===== config.mk =====
export PLATFORM = sky130hd
export DESIGN_NAME = seven_seg_scanner_flat
export DESIGN_NICKNAME = d
export VERILOG_FILES = /design/src/rtl/stopwatch_pkg.sv /design/src/rtl/seven_seg_scanner_if.sv /design/src/rtl/bcd_to_seg.sv /design/src/rtl/seven_seg_scanner.sv /design/src/flat_wrapper.sv
export SDC_FILE = /design/constraint.sdc
export NUM_CORES = 1
export LEC_CHECK = 0
export CAP_MARGIN = 30
export CORE_ASPECT_RATIO = 1.5
export CORE_MARGIN = 1.5
export CORE_UTILIZATION = 57
export CTS_CLUSTER_DIAMETER = 30
export DETAILED_ROUTE_END_ITERATION = 12
export GPL_ROUTABILITY_DRIVEN = 0
export GPL_TIMING_DRIVEN = 0
export MAX_ROUTING_LAYER = met4
export PLACE_DENSITY = 0.89
export SYNTH_ARGS = -nofsm -noshare
export SYNTH_HDL_FRONTEND = slang
export SYNTH_SLANG_ARGS = --single-unit

===== constraint.sdc =====
create_clock -name clk -period 3.65 [get_ports clk]
set_clock_uncertainty 0.2 [all_clocks]
set_input_delay 0.5475 -clock clk [delete_from_list [all_inputs] [get_ports clk]]
set_output_delay 0.5475 -clock clk [all_outputs]
set_load 0.05 [all_outputs]

===== src/rtl/stopwatch_pkg.sv =====
// Shared segment types, constants and the BCD-to-7-segment decode used by the display path.
// Segment bit order is {g,f,e,d,c,b,a}; a 1 lights the segment before any board polarity inversion.
package stopwatch_pkg;

    typedef logic [6:0] seg_t;

    localparam seg_t SEG_BLANK = 7'b0000000;
    localparam seg_t SEG_DASH  = 7'b1000000;

    // Non-BCD codes 10..15 show a dash so a corrupted count is visible rather than silently dark.
    function automatic seg_t bcd_to_seg_f(input logic [3:0] bcd);
        seg_t seg;
        case (bcd)
            4'd0:    seg = 7'b0111111;
            4'd1:    seg = 7'b0000110;
            4'd2:    seg = 7'b1011011;
            4'd3:    seg = 7'b1001111;
            4'd4:    seg = 7'b1100110;
            4'd5:    seg = 7'b1101101;
            4'd6:    seg = 7'b1111101;
            4'd7:    seg = 7'b0000111;
            4'd8:    seg = 7'b1111111;
            4'd9:    seg = 7'b1101111;
            default: seg = SEG_DASH;
        endcase
        return seg;
    endfunction

endpackage


===== src/rtl/seven_seg_scanner_if.sv =====
// Display bus between the BCD count source and the scanner: count/enable in, segment/anode drive out.
// master = count source side, slave = scanner side.
interface seven_seg_scanner_if #(
    parameter int NUM_DIGITS = 2
);
    import stopwatch_pkg::*;

    logic                    enable;
    logic [4*NUM_DIGITS-1:0] number;
    seg_t                    seg;
    logic [NUM_DIGITS-1:0]   an;
    logic                    frame_done;

    modport master (output enable, number, input seg, an, frame_done);
    modport slave  (input enable, number, output seg, an, frame_done);

endinterface


===== src/rtl/bcd_to_seg.sv =====
// Purely combinational single-digit decoder; thin wrapper so the decode sits in its own hierarchy level.
module bcd_to_seg
    import stopwatch_pkg::*;
(
    input  logic [3:0] bcd,
    output seg_t       seg
);

    assign seg = bcd_to_seg_f(bcd);

endmodule


===== src/rtl/seven_seg_scanner.sv =====
// Time-multiplexed 7-segment scanner with a one-cycle blanking gap at the start of every digit slot.
// Optional build macro LEADING_ZERO_BLANK_EN turns on leading-zero blanking.
module seven_seg_scanner
    import stopwatch_pkg::*;
#(
    parameter int NUM_DIGITS     = 2,
    parameter int SCAN_DIV       = 50000,
    parameter bit SEG_ACTIVE_LOW = 1'b0
) (
    input  logic                 clk,
    input  logic                 rst,
    seven_seg_scanner_if.slave   bus
);

    localparam int SW = $clog2(SCAN_DIV);
    localparam int DW = (NUM_DIGITS > 1) ? $clog2(NUM_DIGITS) : 1;

    logic [SW-1:0]           slot_cnt;
    logic [DW-1:0]           digit;
    logic [4*NUM_DIGITS-1:0] frame;

    logic slot_last, digit_last, display, digit_blank;
    logic [3:0]            cur_bcd;
    seg_t                  dec_seg, seg_raw;
    logic [NUM_DIGITS-1:0] an_raw;

    assign slot_last  = (slot_cnt == SW'(SCAN_DIV - 1));
    assign digit_last = (digit == DW'(NUM_DIGITS - 1));

    // NOTE: sequential state uses non-blocking assignments so every register samples pre-edge values.
    always_ff @(posedge clk or posedge rst) begin
        if (rst) begin
            slot_cnt <= '0;
            digit    <= '0;
            frame    <= '0;
        end else if (!bus.enable) begin
            slot_cnt <= '0;
            digit    <= '0;
        end else begin
            // Snapshot only in digit 0's gap so a whole frame shows one coherent value.
            if (slot_cnt == '0 && digit == '0)
                frame <= bus.number;
            if (slot_last) begin
                slot_cnt <= '0;
                digit    <= digit_last ? '0 : digit + DW'(1);
            end else begin
                slot_cnt <= slot_cnt + SW'(1);
            end
        end
    end

    assign cur_bcd = frame[4*digit +: 4];

    bcd_to_seg u_dec (
        .bcd (cur_bcd),
        .seg (dec_seg)
    );

`ifdef LEADING_ZERO_BLANK_EN
    logic [NUM_DIGITS-1:0] lz_blank;

    // Walk down from the top digit; a digit is blanked while everything from it upward is zero.
    always_comb begin
        logic zero_above;
        zero_above = 1'b1;
        lz_blank   = '0;
        for (int i = NUM_DIGITS - 1; i >= 0; i--) begin
            zero_above  = zero_above & (frame[4*i +: 4] == 4'd0);
            lz_blank[i] = zero_above & (i != 0);
        end
    end

    assign digit_blank = lz_blank[digit];
`else
    assign digit_blank = 1'b0;
`endif

    // Async reset zeroes slot_cnt, so the outputs go dark the moment rst rises.
    assign display = bus.enable & (slot_cnt != '0) & ~digit_blank;
    assign seg_raw = display ? dec_seg : SEG_BLANK;
    assign an_raw  = display ? (NUM_DIGITS'(1) << digit) : '0;

    assign bus.seg        = SEG_ACTIVE_LOW ? ~seg_raw : seg_raw;
    assign bus.an         = SEG_ACTIVE_LOW ? ~an_raw  : an_raw;
    assign bus.frame_done = bus.enable & slot_last & digit_last;

endmodule

===== src/flat_wrapper.sv =====
// flat-port wrapper written by rule: the top's interface ports become plain ports
module seven_seg_scanner_flat import stopwatch_pkg::*;
#(
    parameter int NUM_DIGITS     = 2,
    parameter int SCAN_DIV       = 50000,
    parameter bit SEG_ACTIVE_LOW = 1'b0
)
  (clk, rst, bus_enable, bus_number, bus_seg, bus_an, bus_frame_done);
  seven_seg_scanner_if #(.NUM_DIGITS(NUM_DIGITS)) bus_i ();
  input  logic clk;
  input  logic rst;
  input wire logic [$bits(bus_i.enable)-1:0] bus_enable;
  input wire logic [$bits(bus_i.number)-1:0] bus_number;
  output wire logic [$bits(bus_i.seg)-1:0] bus_seg;
  output wire logic [$bits(bus_i.an)-1:0] bus_an;
  output wire logic [$bits(bus_i.frame_done)-1:0] bus_frame_done;
  assign bus_i.enable = bus_enable;
  assign bus_i.number = bus_number;
  assign bus_seg = bus_i.seg;
  assign bus_an = bus_i.an;
  assign bus_frame_done = bus_i.frame_done;
  seven_seg_scanner #(.NUM_DIGITS(NUM_DIGITS), .SCAN_DIV(SCAN_DIV), .SEG_ACTIVE_LOW(SEG_ACTIVE_LOW)) u_core (.clk(clk), .rst(rst), .bus(bus_i));
endmodule

# Word level (Yosys, flattened, before mapping)
# Memory sizes are Yosys's and may differ from the RTL's.
# Index checks and enable logic that the tools add are counted.
# classes
n_addsub	2
multipliers	0
n_div	0
order_cmp	0
n_eq_ne	2
shift	2
muxes	7
bitwise_logic	4
n_reduce_logical	4
# op_table
cell	count
16-bit two-way mux	2
16-bit by 1-bit adder with 16-bit output, second input constant	1
16-bit equality test, second input constant	1
16-bit logical NOT	1
16-bit nonzero test	1
8-bit by 4-bit variable part select with 4-bit output	1
7-bit two-way mux	1
1-bit bitwise AND	3
1-bit two-way mux	3
2-bit two-way mux	1
2-bit by 1-bit != test with 1-bit output, second input constant	1
2-bit AND reduction	1
1-bit by 1-bit << shifter with 2-bit output, first input constant	1
1-bit adder, second input constant	1
1-bit logical AND	1
1-bit NOT	1
# totals
register_bits	25
latch_bits	0
mem_bits_rw	0
mem_bits_ro	112
in_bits	11
out_inout_bits	10
word_cells	25
memories	1
# mem_list
memory	depth	word_bits	read_ports	rd_clocked_by_memory_dff	wr	line	source
(no name shown)	16	7	1	0	0	stopwatch_pkg.sv:13	case (bcd)

# Logic depth before layout (Yosys ltp)
# Gate-level depths: netlist of run 1.
# logic_depth
depth_word	4
mapped_depth	7
ltp_nobuf	6

# By module
# From an unflattened synthesis of run 1, not the netlist that was laid out.
# hier_totals
cells_unflattened	153
hier_area_um2	1644.1
# by_module_without_submodules
module	instances	cells_each	area_per_inst_um2
seven_seg_scanner	1	124	1418.9
bcd_to_seg	1	29	225.2

# Least setup slack after synthesis of run 1
# Ideal clock, no wire load.
# synth_timing
path_kind	register to output
from	register u_core.slot_cnt[11]
to	output port bus_frame_done
arrival_ps	2547
required_ps	2902
path_slack_ps	356
path_stages_with_launch	4
cell_sequence	dfrtp_1 > or4_1 > or4_4 > nor3_1
# synth_via
elab_chain_cells	3
# synth_lines
item	line	source
start: declaration	seven_seg_scanner.sv:18	logic [SW-1:0] slot_cnt;
start signal: assignment	seven_seg_scanner.sv:47	slot_cnt <= slot_cnt + SW'(1);
16-bit equality test	seven_seg_scanner.sv:27	assign slot_last = (slot_cnt == SW'(SCAN_DIV - 1));
1-bit bitwise AND (2 in a row)	seven_seg_scanner.sv:85	assign bus.frame_done = bus.enable & slot_last & digit_last;
end: declaration	flat_wrapper.sv:16	output wire logic [$bits(bus_i.frame_done)-1:0] bus_frame_done;
# No other way between the ends.

# Final worst setup path of run 1
# layout_timing
from	register u_core.digit
to	output port bus_seg[3]
# layout_via
elab_chain_cells	3
# layout_lines
item	line	source
start: declaration	seven_seg_scanner.sv:19	logic [DW-1:0] digit;
start signal: assignment	seven_seg_scanner.sv:45	digit <= digit_last ? '0 : digit + DW'(1);
8-bit by 4-bit variable part select with 4-bit output	seven_seg_scanner.sv:52	assign cur_bcd = frame[4*digit +: 4];
memory 16 x 7 bit	-	
7-bit two-way mux	seven_seg_scanner.sv:80	assign seg_raw = display ? dec_seg : SEG_BLANK;
end: declaration	flat_wrapper.sv:14	output wire logic [$bits(bus_i.seg)-1:0] bus_seg;
# No other way between the ends.

==> run_results.csv, run 1 <==
group,metric,value,unit
clock_network,clk-insertion-delay-late,0.32,ns
sta,tightest_slew,0.9270,ns
global_routing,grt_max_degree,26,
floorplanning,die_h,64.32,um
sta,period_share,0.9528,
sta,fin_ws,0.1722,ns
cells_and_area,post-route-util,0.6911,
yosys,synth.most_common_cell,"dfrtp_1",
clock_network,cts.path.max_buffers,2,
setup_path,cp-end-kind,"output port",
clock_network,htreeDepth,1,
floorplanning,core-area,2422,um2
yosys,synth_top_area_cell,"dfrtp_1",
yosys,synth_ff_type,"dfrtp_1",
cells_and_area,insertedDiodeCount,0,
cells_and_area,syn_to_final_growth,17.16,%
placed_design,post-dp-hpwl,2.327,mm
floorplanning,dieArea,2822,um2
yosys,syn_area_per_cell,9.590,um2
power,p_leak,0.7503,nW
global_routing,antenna_found_initial,0,
routing,wirelength,3.040,mm
placed_design,place_ws,0.07330,ns
clock_network,cts_buffers,3,
yosys,synth-edff-count,0,
cells_and_area,seq_area,625.6,um2
global_routing,overflow,0,
sta,fmax,0.2875,GHz
floorplanning,initial_core_util,0.5899,
hold_path,hp-class,"reg -> reg",
yosys,ys_ff_latch,25,
setup_path,critPathMaxFanout,9,
routing,dr.pass1.iters,4,
setup_path,worst_ep_required_time,2.90,ns
routing,route.antenna.remaining_nets,0,
clock_network,cts_resized,12,
routing,wl_per_cell,15.51,um
placed_design,io_buffers,20,
setup_path,worstSetupPathType,"reg -> out",
yosys,yosysSeqAreaShare,0.4378,
yosys,netlist_instances,149,
clock_network,cts.hold.buffers_added,0,
flow_run,drv_cap,0,
yosys,async_flop_share,1.000,
cells_and_area,final_nets,190,
sta,final-setup-viol-count,0,
cells_and_area,multi_input_area,760.7,um2
power,p_per_area,390.5,nW/um2
yosys,yosys_warnings,0,
sta,rsz0062_at_grt,"false",
yosys,synthTopCellsByCount,"25 x dfrtp_1, 22 x nor2_1, 13 x nand2_1",
cells_and_area,drive_gt1_frac,0.1279,
clock_network,clkTransAtPathRegs,0.13,ns
sta,setup_tns,0,ns
setup_path,crit_path_start_kind,"flop",
floorplanning,rows,22,
global_routing,track_usage,0.2597,
cells_and_area,fillers,184,
clock_network,clock-sinks,25,
power,vdd_drop_max,0.2344,mV
routing,vias_per_cell,5.980,
setup_path,cp_data_arrival_time,2.73,ns
yosys,synthTopCellsByArea,"dfrtp_1 44%, mux2_2 6.3%, xnor2_1 6.1%",
yosys,synth_top_area_share,0.4378,
routing,drc,0,
setup_path,reg2reg_slack,1.16,ns
global_routing,grt_pass1_wl,5.299,mm
sta,maxSlewHeadroom,0.3813,
sta,min_period,3.478,ns
clock_network,root_buffer,"clkbuf_4",
floorplanning,io-pin-count,21,
clock_network,cts_tree,"done",
clock_network,post_cts_buffers,0,
yosys,synth_cell_type_count,27,
yosys,postSynthNetCount,166,
global_routing,grt_pass1_vias,1187,
sta,drv_slew,0,
routing,first_iter_violations,29,
status,status,"complete, no violations",
routing,vias,1172,
floorplanning,die_w,43.88,um
yosys,syn_area,1429,um2
sta,hold_violations,0,
==> registers in the layout (all words and copies together), names as in the netlist <==
register,cells
u_core.slot_cnt,16
u_core.frame,8
u_core.digit,1
==> kinds of logic after synthesis <==
family          synth area share
simple gates              0.2321
flops                     0.4378
compound gates           0.05868
mux                       0.1051
xor+xnor                 0.07969
buf+inv                  0.03415
fa+ha+maj                0.05254
==> cell type report <==
type                    instances  share of cell area
repair buffers                 20              0.1106
plain buffers                   1            0.004484
multi-input cells             112              0.4544
clock buffers                   3             0.01345
flip-flops and latches         25              0.3737
clock inverters                 1            0.002990
inverters                      10             0.02242
well taps                      24             0.01794
==> stage by stage <==
step	total power [mW]	hold slack (ns)	area (um2)	cells
3_3_place_gp	0.5231	0.2642	1659	193
4_1_cts	0.6575	0.3066	1679	197
2_1_floorplan	0.4730	0.2514	1429	149
6_report	0.6537	0.3172	1674	196
3_5_place_dp	0.5402	0.2890	1659	193
5_1_grt	0.6973	0.3373	1674	196
==> cell usage in the layout, fill, tap and decap left out <==
| cell type | netlist | routed |
|---|---|---|
| nand2_2 | 0 | 1 |
| mux2i_1 | 6 | 5 |
| xnor2_1 | 10 | 10 |
| nand4_1 | 3 | 3 |
| buf_4 | 1 | 1 |
| or3_1 | 2 | 2 |
| dfrtp_1 | 25 | 25 |
| or2_2 | 2 | 2 |
| mux2i_2 | 0 | 1 |
| a21oi_1 | 8 | 8 |
| clkbuf_2 | 0 | 1 |
| nor3_1 | 4 | 4 |
| or4_1 | 3 | 3 |
| nor2_8 | 1 | 1 |
| mux2_2 | 8 | 8 |
| or4b_1 | 1 | 1 |
| nand3_1 | 6 | 6 |
| inv_1 | 10 | 10 |
| nor2_1 | 22 | 22 |
| nor4_1 | 3 | 3 |
| dlygate4sd2_1 | 0 | 8 |
| o21ai_2 | 1 | 1 |
| xor2_1 | 3 | 3 |
| clkinv_2 | 0 | 1 |
| clkdlybuf4s50_1 | 0 | 10 |
| nand2_1 | 13 | 12 |
| and2_1 | 2 | 2 |
| ha_1 | 6 | 6 |
| clkdlybuf4s15_1 | 0 | 1 |
| a21boi_1 | 1 | 1 |
| or4_4 | 2 | 2 |
| o21ai_0 | 4 | 4 |
| clkbuf_4 | 0 | 3 |
| o31ai_1 | 1 | 1 |
==> power breakdown <==
| group | internal [mW] | switching, mW | leakage (nW) |
|---|---|---|---|
| clock network | 0.0412 | 0.0814 | 0.0177 |
| logic | 0.0801 | 0.135 | 0.404 |
| registers | 0.301 | 0.0156 | 0.329 |
==> critical path, cell delays in order (launching register included) <==
cell and delay (ns):
dfrtp_1 0.62, mux2i_1 0.41, inv_1 0.13, ha_1 0.26, mux2i_1 0.21, nand2_1 0.08, a21oi_1 0.18, clkdlybuf4s15_1 0.51
==> worst paths after layout <==
path,startpoint,to,cells past startpoint
hold reg to reg,u_core.slot_cnt[0]$_DFF_PP0_,u_core.slot_cnt[0]$_DFF_PP0_,1
max in group asynchronous,rst,u_core.slot_cnt[11]$_DFF_PP0_,2
min in group asynchronous,rst,u_core.frame[2]$_DFFE_PP0P_,2
hold / removal,u_core.slot_cnt[0]$_DFF_PP0_,u_core.slot_cnt[0]$_DFF_PP0_,1
setup / recovery,u_core.digit$_DFFE_PP0P_,bus_seg[3],7
setup reg to reg,u_core.slot_cnt[0]$_DFF_PP0_,u_core.frame[7]$_DFFE_PP0P_,6
==> routing by layer <==
layer	routed length, um	track usage	up-vias
met2	1740	0.4688	51
met1	1084	0.2757	553
met4	87	0.1212	0
met3	127	0.01695	9
met5	0	-	-
li1	-	-	559
Power figures use the tool's default switching activity.
==> run 2: changes to the inputs <==
--- a/constraint.sdc
+++ b/constraint.sdc
@@ -3,3 +3,3 @@
 set_input_delay 0.5475 -clock clk [delete_from_list [all_inputs] [get_ports clk]]
 set_output_delay 0.5475 -clock clk [all_outputs]
-set_load 0.05 [all_outputs]
+set_load 0.02 [all_outputs]
==> run_results.csv, run 2 (synthesis gave the netlist of run 1 again) <==
group,metric,value,unit
power,p_total,0.6347,mW
routing,drc,0,
routing,route.antenna.remaining_nets,0,
routing,vias,1151,
cells_and_area,syn_to_final_growth,18.48,%
cells_and_area,final_cell_mix,"24 x dfrtp_1, 22 x nor2_1, 19 x clkdlybuf4s50_1",
clock_network,clk-insertion-delay-late,0.32,ns
cells_and_area,largest_reg_flops,16,
sta,hold_violations,0,
routing,wl_per_cell,15.55,um
sta,maxSlewHeadroom,0.3812,
sta,min_period,3.506,ns
global_routing,globalRouteMet3Util,0.01695,
cells_and_area,drive_gt1_frac,0.1279,
floorplanning,die_w,43.88,um
global_routing,track_usage,0.2591,
cells_and_area,fillers,176,
sta,setup_tns,0,ns
clock_network,clock-sinks,25,
hold_path,hp-class,"reg -> reg",
setup_path,rr_worst_depth,6,
routing,dr.pass1.iters,4,
cells_and_area,final_common_cell,"dfrtp_1",
sta,tightest_slew,0.9272,ns
status,status,"complete, no violations",
placed_design,io_buffers,20,
setup_path,worst_ep_required_time,2.90,ns
setup_path,cp_data_arrival_time,2.76,ns
flow_run,drv_cap,0,
floorplanning,initial_core_util,0.5899,
floorplanning,core-area,2422,um2
routing,vias_per_cell,5.872,
placed_design,post-dp-hpwl,2.327,mm
global_routing,grt_pass1_vias,1178,
sta,fmax,0.2852,GHz
floorplanning,dieArea,2822,um2
global_routing,grt_pass1_wl,5.285,mm
global_routing,use_met2,0.4669,
power,p_per_area,374.9,nW/um2
setup_path,critPathMaxFanout,9,
setup_path,worstSetupPathType,"reg -> out",
cells_and_area,largestRegisters,"u_core.slot_cnt x16, u_core.frame x8, u_core.digit x1",
floorplanning,die_h,64.32,um
cells_and_area,final_nets,190,
sta,rsz0062_at_grt,"false",
power,vdd_drop_max,0.2354,mV
clock_network,cts_buffers,3,
clock_network,root_buffer,"clkbuf_4",
sta,drv_slew,0,
global_routing,grt_use_met1,0.2757,
clock_network,cts_resized,1,
global_routing,overflow,0,
clock_network,cts.hold.buffers_added,0,
sta,final-setup-viol-count,0,
routing,wirelength,3.047,mm
global_routing,busiest_layer,"met2",
clock_network,clkTransAtPathRegs,0.13,ns
cells_and_area,regMostFlops,"u_core.slot_cnt",
power,p_leak,0.7286,nW
floorplanning,io-pin-count,21,
setup_path,crit_path_start_kind,"flop",
global_routing,grt_max_degree,26,
setup_path,cp-end-kind,"output port",
hold_path,holdPathStages,1,
floorplanning,rows,22,
cells_and_area,insertedDiodeCount,0,
clock_network,cts.path.max_buffers,2,
clock_network,post_cts_buffers,0,
routing,first_iter_violations,27,
global_routing,antenna_found_initial,0,
clock_network,cts_tree,"done",
sta,period_share,0.9606,
clock_network,htreeDepth,1,
## run 2: changes by cell type in the layout (fill, tap and decap cells not counted), sizes merged
| cell | before | now |
|---|---|---|
| clkdlybuf4s15 | 1 | 0 |
| clkdlybuf4s50 | 10 | 19 |
| dlymetal6s2s | 0 | 1 |
| dlygate4sd2 | 8 | 0 |
| clkbuf | 4 | 3 |
## run 2: worst max-delay path, cell delays in order, from the launching register on
cell and delay [ns]:
dfrtp_1 0.44, inv_1 0.08, ha_1 0.15, or4b_1 0.44
or4_4 0.54, nand2_2 0.18, a21oi_1 0.07, clkdlybuf4s50_1 0.54
## run 2: worst paths after layout
check                                        startpoint                      endpoint  slack (ns)
hold reg to reg            u_core.slot_cnt[0]$_DFF_PP0_  u_core.slot_cnt[0]$_DFF_PP0_        0.32
hold / removal             u_core.slot_cnt[0]$_DFF_PP0_  u_core.slot_cnt[0]$_DFF_PP0_        0.32
setup reg to reg           u_core.slot_cnt[0]$_DFF_PP0_   u_core.frame[3]$_DFFE_PP0P_        1.16
max in group asynchronous                           rst      u_core.digit$_DFFE_PP0P_        2.12
min in group asynchronous                           rst   u_core.frame[2]$_DFFE_PP0P_        0.51
setup / recovery           u_core.slot_cnt[0]$_DFF_PP0_                    bus_seg[0]        0.14
## run 2: layout make-up
cell class | count | area, um2 | share of cell area
inverter | 10 | 37.54 | 0.02217
timing repair buffer | 20 | 202.7 | 0.1197
tap | 24 | 30.03 | 0.01774
clock inverter | 1 | 5.005 | 0.002956
buffer | 1 | 7.507 | 0.004435
multi-input combinational | 112 | 760.7 | 0.4494
clock buffer | 3 | 22.52 | 0.01330
sequential | 25 | 626.9 | 0.3703
## run 2: per-layer routing
layer  vias to the layer above  wire [um]
li1                        558          -
met1                       544       1110
met2                        40       1744
met3                         9        107
met4                         0         85
met5                         -          0
## run 2: report_power, final
group / internal [mW] / total, mW / switching, mW
sequential: 0.301 / 0.316 / 0.0155
combinational: 0.0886 / 0.195 / 0.106
clock: 0.0412 / 0.123 / 0.0823
total: 0.431 / 0.635 / 0.204
## run 2: stage by stage
| stage | cell area [um2] | utilization | cells | worst slack, ns | hold WS, ns |
|---|---|---|---|---|---|
| 5_1_grt | 1693 | 0.6989 | 196 | 0.01022 | 0.3373 |
| 2_1_floorplan | 1429 | - | 149 | 0.9495 | 0.2514 |
| 3_5_place_dp | 1659 | 0.6849 | 193 | 0.2727 | 0.2890 |
| 4_1_cts | 1687 | 0.6963 | 196 | 0.05636 | 0.3066 |
| 3_3_place_gp | 1659 | 0.6849 | 193 | 0.3904 | 0.2642 |
| 6_report | 1693 | 0.6989 | 196 | 0.1440 | 0.3174 |
